==> src/rtl/data_mem_arbiter_if.sv <==
// Bus bundle between the two requesters, the arbiter and the single-port data memory.
// master = requester/memory side, slave = arbiter side.
interface data_mem_arbiter_if #(
    parameter int DW = 32,
    parameter int AW = 32
);
    logic          req0_valid;
    logic          req0_write;
    logic [AW-1:0] req0_addr;
    logic [DW-1:0] req0_wdata;
    logic          req0_ready;
    logic          req0_done;
    logic [DW-1:0] req0_rdata;

    logic          req1_valid;
    logic          req1_write;
    logic [AW-1:0] req1_addr;
    logic [DW-1:0] req1_wdata;
    logic          req1_ready;
    logic          req1_done;
    logic [DW-1:0] req1_rdata;

    logic [AW-1:0] mem_addr;
    logic [DW-1:0] mem_wdata;
    logic          mem_read;
    logic          mem_write;
    logic [DW-1:0] mem_rdata;

    modport master (
        output req0_valid, req0_write, req0_addr, req0_wdata,
        input  req0_ready, req0_done, req0_rdata,
        output req1_valid, req1_write, req1_addr, req1_wdata,
        input  req1_ready, req1_done, req1_rdata,
        input  mem_addr, mem_wdata, mem_read, mem_write,
        output mem_rdata
    );

    modport slave (
        input  req0_valid, req0_write, req0_addr, req0_wdata,
        output req0_ready, req0_done, req0_rdata,
        input  req1_valid, req1_write, req1_addr, req1_wdata,
        output req1_ready, req1_done, req1_rdata,
        output mem_addr, mem_wdata, mem_read, mem_write,
        input  mem_rdata
    );
endinterface

==> src/rtl/data_mem_arbiter.sv <==
// Two-port round-robin arbiter/sequencer for the single-port data memory.
// One access every 3 cycles, so the memory never sees both strobes at once.
//
// state | meaning
// IDLE  | waiting for a request; grant and latch on the accepting edge
// ISSUE | strobe the memory for the latched access (memory acts on the negedge)
// RESP  | pulse done and present read data to the latched port
module data_mem_arbiter #(
    parameter int DW    = 32,
    parameter int AW    = 32,
    parameter int DEPTH = 32
) (
    input  logic              Clk,
    input  logic              reset,
    data_mem_arbiter_if.slave bus
);
    typedef enum logic [1:0] {
        IDLE  = 2'd0,
        ISSUE = 2'd1,
        RESP  = 2'd2
    } arbState_t;

    arbState_t     stateQ;
    arbState_t     stateNext;

    logic          rrLast;
    logic          portQ;
    logic          wrQ;
    logic [AW-1:0] addrQ;
    logic [DW-1:0] wdataQ;
    logic [DW-1:0] rdataQ;

    logic          grant0;
    logic          grant1;
    logic          accept;
    logic          inRange;
    logic          ready0;
    logic          ready1;
    logic          done0;
    logic          done1;
    logic          memRead;
    logic          memWrite;

    assign inRange = addrQ < AW'(DEPTH);

    // On a tie the port that did not win last time goes first.
    assign grant0 = bus.req0_valid & (~bus.req1_valid | rrLast);
    assign grant1 = bus.req1_valid & (~bus.req0_valid | ~rrLast);
    assign accept = (stateQ == IDLE) & (grant0 | grant1);

    always_ff @(posedge Clk or posedge reset) begin
        if (reset) begin
            stateQ <= IDLE;
        end else begin
            stateQ <= stateNext;
        end
    end

    // Strobes and done decode from state alone, so an async reset drops them at once.
    always_comb begin
        stateNext = stateQ;
        ready0    = 1'b0;
        ready1    = 1'b0;
        done0     = 1'b0;
        done1     = 1'b0;
        memRead   = 1'b0;
        memWrite  = 1'b0;
        case (stateQ)
            IDLE: begin
                ready0 = grant0;
                ready1 = grant1;
                if (grant0 | grant1) begin
                    stateNext = ISSUE;
                end
            end
            ISSUE: begin
                memWrite  = wrQ & inRange;
                memRead   = ~wrQ & inRange;
                stateNext = RESP;
            end
            RESP: begin
                done0     = ~portQ;
                done1     = portQ;
                stateNext = IDLE;
            end
            default: begin
                stateNext = IDLE;
            end
        endcase
    end

    always_ff @(posedge Clk or posedge reset) begin
        if (reset) begin
            rrLast <= 1'b1;
            portQ  <= 1'b0;
            wrQ    <= 1'b0;
            addrQ  <= '0;
            wdataQ <= '0;
            rdataQ <= '0;
        end else begin
            if (accept) begin
                portQ  <= grant1;
                rrLast <= grant1;
                wrQ    <= grant1 ? bus.req1_write : bus.req0_write;
                addrQ  <= grant1 ? bus.req1_addr  : bus.req0_addr;
                wdataQ <= grant1 ? bus.req1_wdata : bus.req0_wdata;
            end
            // Writes and out-of-range reads return zero.
            if (stateQ == ISSUE) begin
                rdataQ <= memRead ? bus.mem_rdata : '0;
            end
        end
    end

    assign bus.req0_ready = ready0;
    assign bus.req1_ready = ready1;
    assign bus.req0_done  = done0;
    assign bus.req1_done  = done1;
    assign bus.req0_rdata = done0 ? rdataQ : '0;
    assign bus.req1_rdata = done1 ? rdataQ : '0;

    assign bus.mem_addr   = addrQ;
    assign bus.mem_wdata  = wdataQ;
    assign bus.mem_read   = memRead;
    assign bus.mem_write  = memWrite;
endmodule

==> src/flat_wrapper.sv <==
// flat-port wrapper written by rule: the top's interface ports become plain ports
module data_mem_arbiter_flat 
#(
    parameter int DW    = 32,
    parameter int AW    = 32,
    parameter int DEPTH = 32
)
  (Clk, reset, bus_req0_valid, bus_req0_write, bus_req0_addr, bus_req0_wdata, bus_req0_ready, bus_req0_done, bus_req0_rdata, bus_req1_valid, bus_req1_write, bus_req1_addr, bus_req1_wdata, bus_req1_ready, bus_req1_done, bus_req1_rdata, bus_mem_addr, bus_mem_wdata, bus_mem_read, bus_mem_write, bus_mem_rdata);
  data_mem_arbiter_if #(.DW(DW), .AW(AW)) bus_i ();
  input  logic Clk;
  input  logic reset;
  input wire logic [$bits(bus_i.req0_valid)-1:0] bus_req0_valid;
  input wire logic [$bits(bus_i.req0_write)-1:0] bus_req0_write;
  input wire logic [$bits(bus_i.req0_addr)-1:0] bus_req0_addr;
  input wire logic [$bits(bus_i.req0_wdata)-1:0] bus_req0_wdata;
  output wire logic [$bits(bus_i.req0_ready)-1:0] bus_req0_ready;
  output wire logic [$bits(bus_i.req0_done)-1:0] bus_req0_done;
  output wire logic [$bits(bus_i.req0_rdata)-1:0] bus_req0_rdata;
  input wire logic [$bits(bus_i.req1_valid)-1:0] bus_req1_valid;
  input wire logic [$bits(bus_i.req1_write)-1:0] bus_req1_write;
  input wire logic [$bits(bus_i.req1_addr)-1:0] bus_req1_addr;
  input wire logic [$bits(bus_i.req1_wdata)-1:0] bus_req1_wdata;
  output wire logic [$bits(bus_i.req1_ready)-1:0] bus_req1_ready;
  output wire logic [$bits(bus_i.req1_done)-1:0] bus_req1_done;
  output wire logic [$bits(bus_i.req1_rdata)-1:0] bus_req1_rdata;
  output wire logic [$bits(bus_i.mem_addr)-1:0] bus_mem_addr;
  output wire logic [$bits(bus_i.mem_wdata)-1:0] bus_mem_wdata;
  output wire logic [$bits(bus_i.mem_read)-1:0] bus_mem_read;
  output wire logic [$bits(bus_i.mem_write)-1:0] bus_mem_write;
  input wire logic [$bits(bus_i.mem_rdata)-1:0] bus_mem_rdata;
  assign bus_i.req0_valid = bus_req0_valid;
  assign bus_i.req0_write = bus_req0_write;
  assign bus_i.req0_addr = bus_req0_addr;
  assign bus_i.req0_wdata = bus_req0_wdata;
  assign bus_req0_ready = bus_i.req0_ready;
  assign bus_req0_done = bus_i.req0_done;
  assign bus_req0_rdata = bus_i.req0_rdata;
  assign bus_i.req1_valid = bus_req1_valid;
  assign bus_i.req1_write = bus_req1_write;
  assign bus_i.req1_addr = bus_req1_addr;
  assign bus_i.req1_wdata = bus_req1_wdata;
  assign bus_req1_ready = bus_i.req1_ready;
  assign bus_req1_done = bus_i.req1_done;
  assign bus_req1_rdata = bus_i.req1_rdata;
  assign bus_mem_addr = bus_i.mem_addr;
  assign bus_mem_wdata = bus_i.mem_wdata;
  assign bus_mem_read = bus_i.mem_read;
  assign bus_mem_write = bus_i.mem_write;
  assign bus_i.mem_rdata = bus_mem_rdata;
  data_mem_arbiter #(.DW(DW), .AW(AW), .DEPTH(DEPTH)) u_core (.Clk(Clk), .reset(reset), .bus(bus_i));
endmodule
==> config.mk <==
export PLATFORM = sky130hd
export DESIGN_NAME = data_mem_arbiter_flat
export DESIGN_NICKNAME = d
export VERILOG_FILES = /design/src/rtl/data_mem_arbiter_if.sv /design/src/rtl/data_mem_arbiter.sv /design/src/flat_wrapper.sv
export SDC_FILE = /design/constraint.sdc
export NUM_CORES = 1
export LEC_CHECK = 0
export ABC_AREA = 1
export BUFFER_PORTS_ARGS = -buffer_cell sky130_fd_sc_hd__buf_2
export CAP_MARGIN = 10
export CELL_PAD_IN_SITES_DETAIL_PLACEMENT = 1
export CELL_PAD_IN_SITES_GLOBAL_PLACEMENT = 2
export CORE_ASPECT_RATIO = 0.75
export CORE_UTILIZATION = 20
export CTS_CLUSTER_SIZE = 16
export DETAILED_ROUTE_END_ITERATION = 10
export PLACE_DENSITY = 0.77
export SLEW_MARGIN = 20
export SYNTH_ARGS = -nofsm -noshare
export SYNTH_HDL_FRONTEND = slang
export SYNTH_SLANG_ARGS = --single-unit
==> constraint.sdc <==
create_clock -name Clk -period 3.65 [get_ports Clk]
set_clock_uncertainty 0.2 [all_clocks]
set_input_delay 0.73 -clock Clk [delete_from_list [all_inputs] [get_ports Clk]]
set_output_delay 0.73 -clock Clk [all_outputs]
set_load 0.02 [all_outputs]
==> reports/metrics.csv <==
metric,value,unit
maxCapViolCount,0,
postCtsSetupRepairBufs,0,
cts_hold_buf,0,
num-fill-cells,3266,
reg2reg_slack,1.62,ns
crit_top_cell,inv_1,
hold_ws,0.265,ns
core,25300,sq um
fin_crit_sh,74.8,%
worstSkewPairLatency,0.35,ns
place.gp.congestion,0.742,
hp-class,primary input to asynchronous set/reset pin,
synth_seq_cells,101,
drt-pass1-iter-count,4,
via_count,5376,
power_density,685,nW/um^2
vias_per_cell,4.05,
pre_cts_ws,1.26,ns
multiInputGateArea,2000,sq um
yosysWarnings,0,
dieHeight,142,um
required,2.72,ns
regArea,2530,sq um
synth_area,5220,sq um
dp_cells,1313,
setup_viol,0,
start_kind,flop,
synth_top_area_share,48.0,%
tightest_slew,0.733,ns
place_area,6950,sq um
stdcell_area,7250,sq um
htreeDepth,3,
clkSinkCount,101,
dieArea,26700,sq um
cts_buffers,9,
cts-resized-gates,0,
ys_top_cells_by_area,"dfrtp_1, nand2_1, inv_1, o21ai_1, nor2_1",
grt_max_degree,132,
initial_core_util,20.6,%
slew_viol_final,0,
antenna_found_initial,0,
grt_pass1_vias,5312,
num-nets-final,1152,
reg2reg_depth,7,
cts_tree,done,
ys_seq_area_share,48.5,%
hold_viol,0,
drtAntennaViolNets,0,
synth.distinct_cells,21,
path_class,flop to primary output,
fin_total_pwr,4.96,mW
track_usage,13.8,%
finalCriticalPeriod,2.73,ns
fp-row-count,50,
critPathArrivalTime,1.80,ns
fin_ws,0.921,ns
tns,0,ns
power.leakage,4.03,nW
clock_path_buffers,2,
yosysTopAreaCell,dfrtp_1,
drc,0,
path_clk_slew,0.07,ns
cpMaxStageDelayCell,dfrtp_1,
path_cells,inv_1 > nor3_2 > inv_1 > buf_4 > nor2_1 > buf_2,
drtIter0Drc,157,
totalWireLength,18.3,mm
grt_pass1_wl,29.1,mm
worst-path-max-fanout,25,
cts_root_buffer,clkbuf_16,
synth_nets,878,
overflow,0,
die_x,188,um
place_hpwl,14.0,mm
area_growth,38.9,%
synthCells,712,
wl_per_cell,13.7,um
instances_no_fill,1329,
crit_path_end_kind,primary output,
post-route-util,28.7,%
grt_setup_unrepaired,false,
io-pin-count,300,
io_buffers,299,
diodes,0,
cp_slowest_stage_delay,0.42,ns
avgSynthCellArea,7.32,sq um
timing.fmax,0.366,GHz
worstReg2RegStart,u_core.bus.mem_addr[21],
max-vdd-ir-drop,326,uV
relSlewSlack,51.0,%
status,"finished, final reports clean",
worstReg2RegEnd,u_core.rdataQ[14],
drive_gt1_share,33.6,%
-- routing by layer --
layer	vias up	share of wire (%)	global-route usage, %	wire (um)
met2	194	42	21.3	7750
met3	14	8.7	5.47	1590
met1	2443	48	18.0	8720
li1	2725	-	-	-
met4	0	1.2	3.27	214
met5	-	0	0	0
-- logic make-up after synthesis --
group | Yosys count | share of synthesized area, %
buffers and inverters | 152 | 13.3
AND/OR/NAND/NOR | 324 | 24.9
AO/OA/AOI/OAI | 135 | 13.3
flip-flops | 101 | 48.5
-- cell usage in the layout, fill, tap and decap left out --
master,Yosys,routed
nor3b_1,1,1
inv_1,106,105
dfstp_2,1,1
o21ai_0,60,60
inv_6,0,3
nor2_1,81,81
buf_4,9,4
clkinvlp_4,0,1
nor2_4,3,3
buf_12,0,3
inv_4,0,1
nand3_1,32,32
nand2_1,203,203
o21ai_1,72,72
inv_2,3,3
nor3_1,2,2
clkinv_2,0,1
bufinv_16,0,1
dfrtp_1,100,100
a211oi_1,1,1
o21ai_4,1,2
clkbuf_16,0,9
clkbuf_1,11,1
buf_2,11,299
nor3_2,2,2
-- worst max-delay path: cells and delay by family (launching register included) --
| family | cells | cell delay, ns |
|---|---|---|
| buffers and inverters | 4 | 0.72 |
| flip-flops | 1 | 0.42 |
| AND/OR/NAND/NOR | 2 | 0.31 |
-- final cells by class --
type | count | share of cell area (%)
tap | 338 | 5.84
timing repair buffer | 306 | 21.9
sequential | 101 | 34.9
multi-input combinational | 459 | 27.6
clock inverter | 6 | 0.950
inverter | 109 | 5.68
clock buffer | 10 | 3.16
-- registers in the layout, summed over array words and instances, names as in the netlist --
register and flops:
u_core.rrLast 1, u_core.stateQ 2, u_core.portQ 1, u_core.bus.mem_addr 32, u_core.wrQ 1, u_core.rdataQ 32
u_core.bus.mem_wdata 32
-- cell usage after synthesis --
cell type,instances
o21ai_2,1
nor2_1,81
o21ai_1,72
o21ai_0,60
nand3_1,32
nor3_2,2
buf_2,11
clkbuf_2,2
a211oi_1,1
clkbuf_1,11
buf_4,9
nor3b_1,1
inv_2,3
nor3_1,2
nand2_1,203
o21ai_4,1
dfstp_2,1
dfrtp_1,100
buf_6,10
nor2_4,3
inv_1,106
-- power breakdown --
part / internal (mW) / switching (mW)
combinational: 0.678 / 1.50
sequential: 1.52 / 0.254
clock: 0.540 / 0.467
-- how the worst max path moves through the flow --
stage	startpoint	end	slack, ns	depth (start not counted)
after floorplan	reset	u_core.bus.mem_addr[0]	0.07	1
after global placement	u_core.stateQ[1]	bus_req1_rdata[6]	1.35	6
after detailed placement	u_core.stateQ[0]	bus_mem_read	1.26	6
after CTS	u_core.stateQ[0]	bus_mem_read	0.85	6
after global routing	u_core.stateQ[1]	bus_req1_rdata[23]	0.73	6
final	u_core.stateQ[1]	bus_req1_rdata[23]	0.92	6
Power figures use the tool's default switching activity.
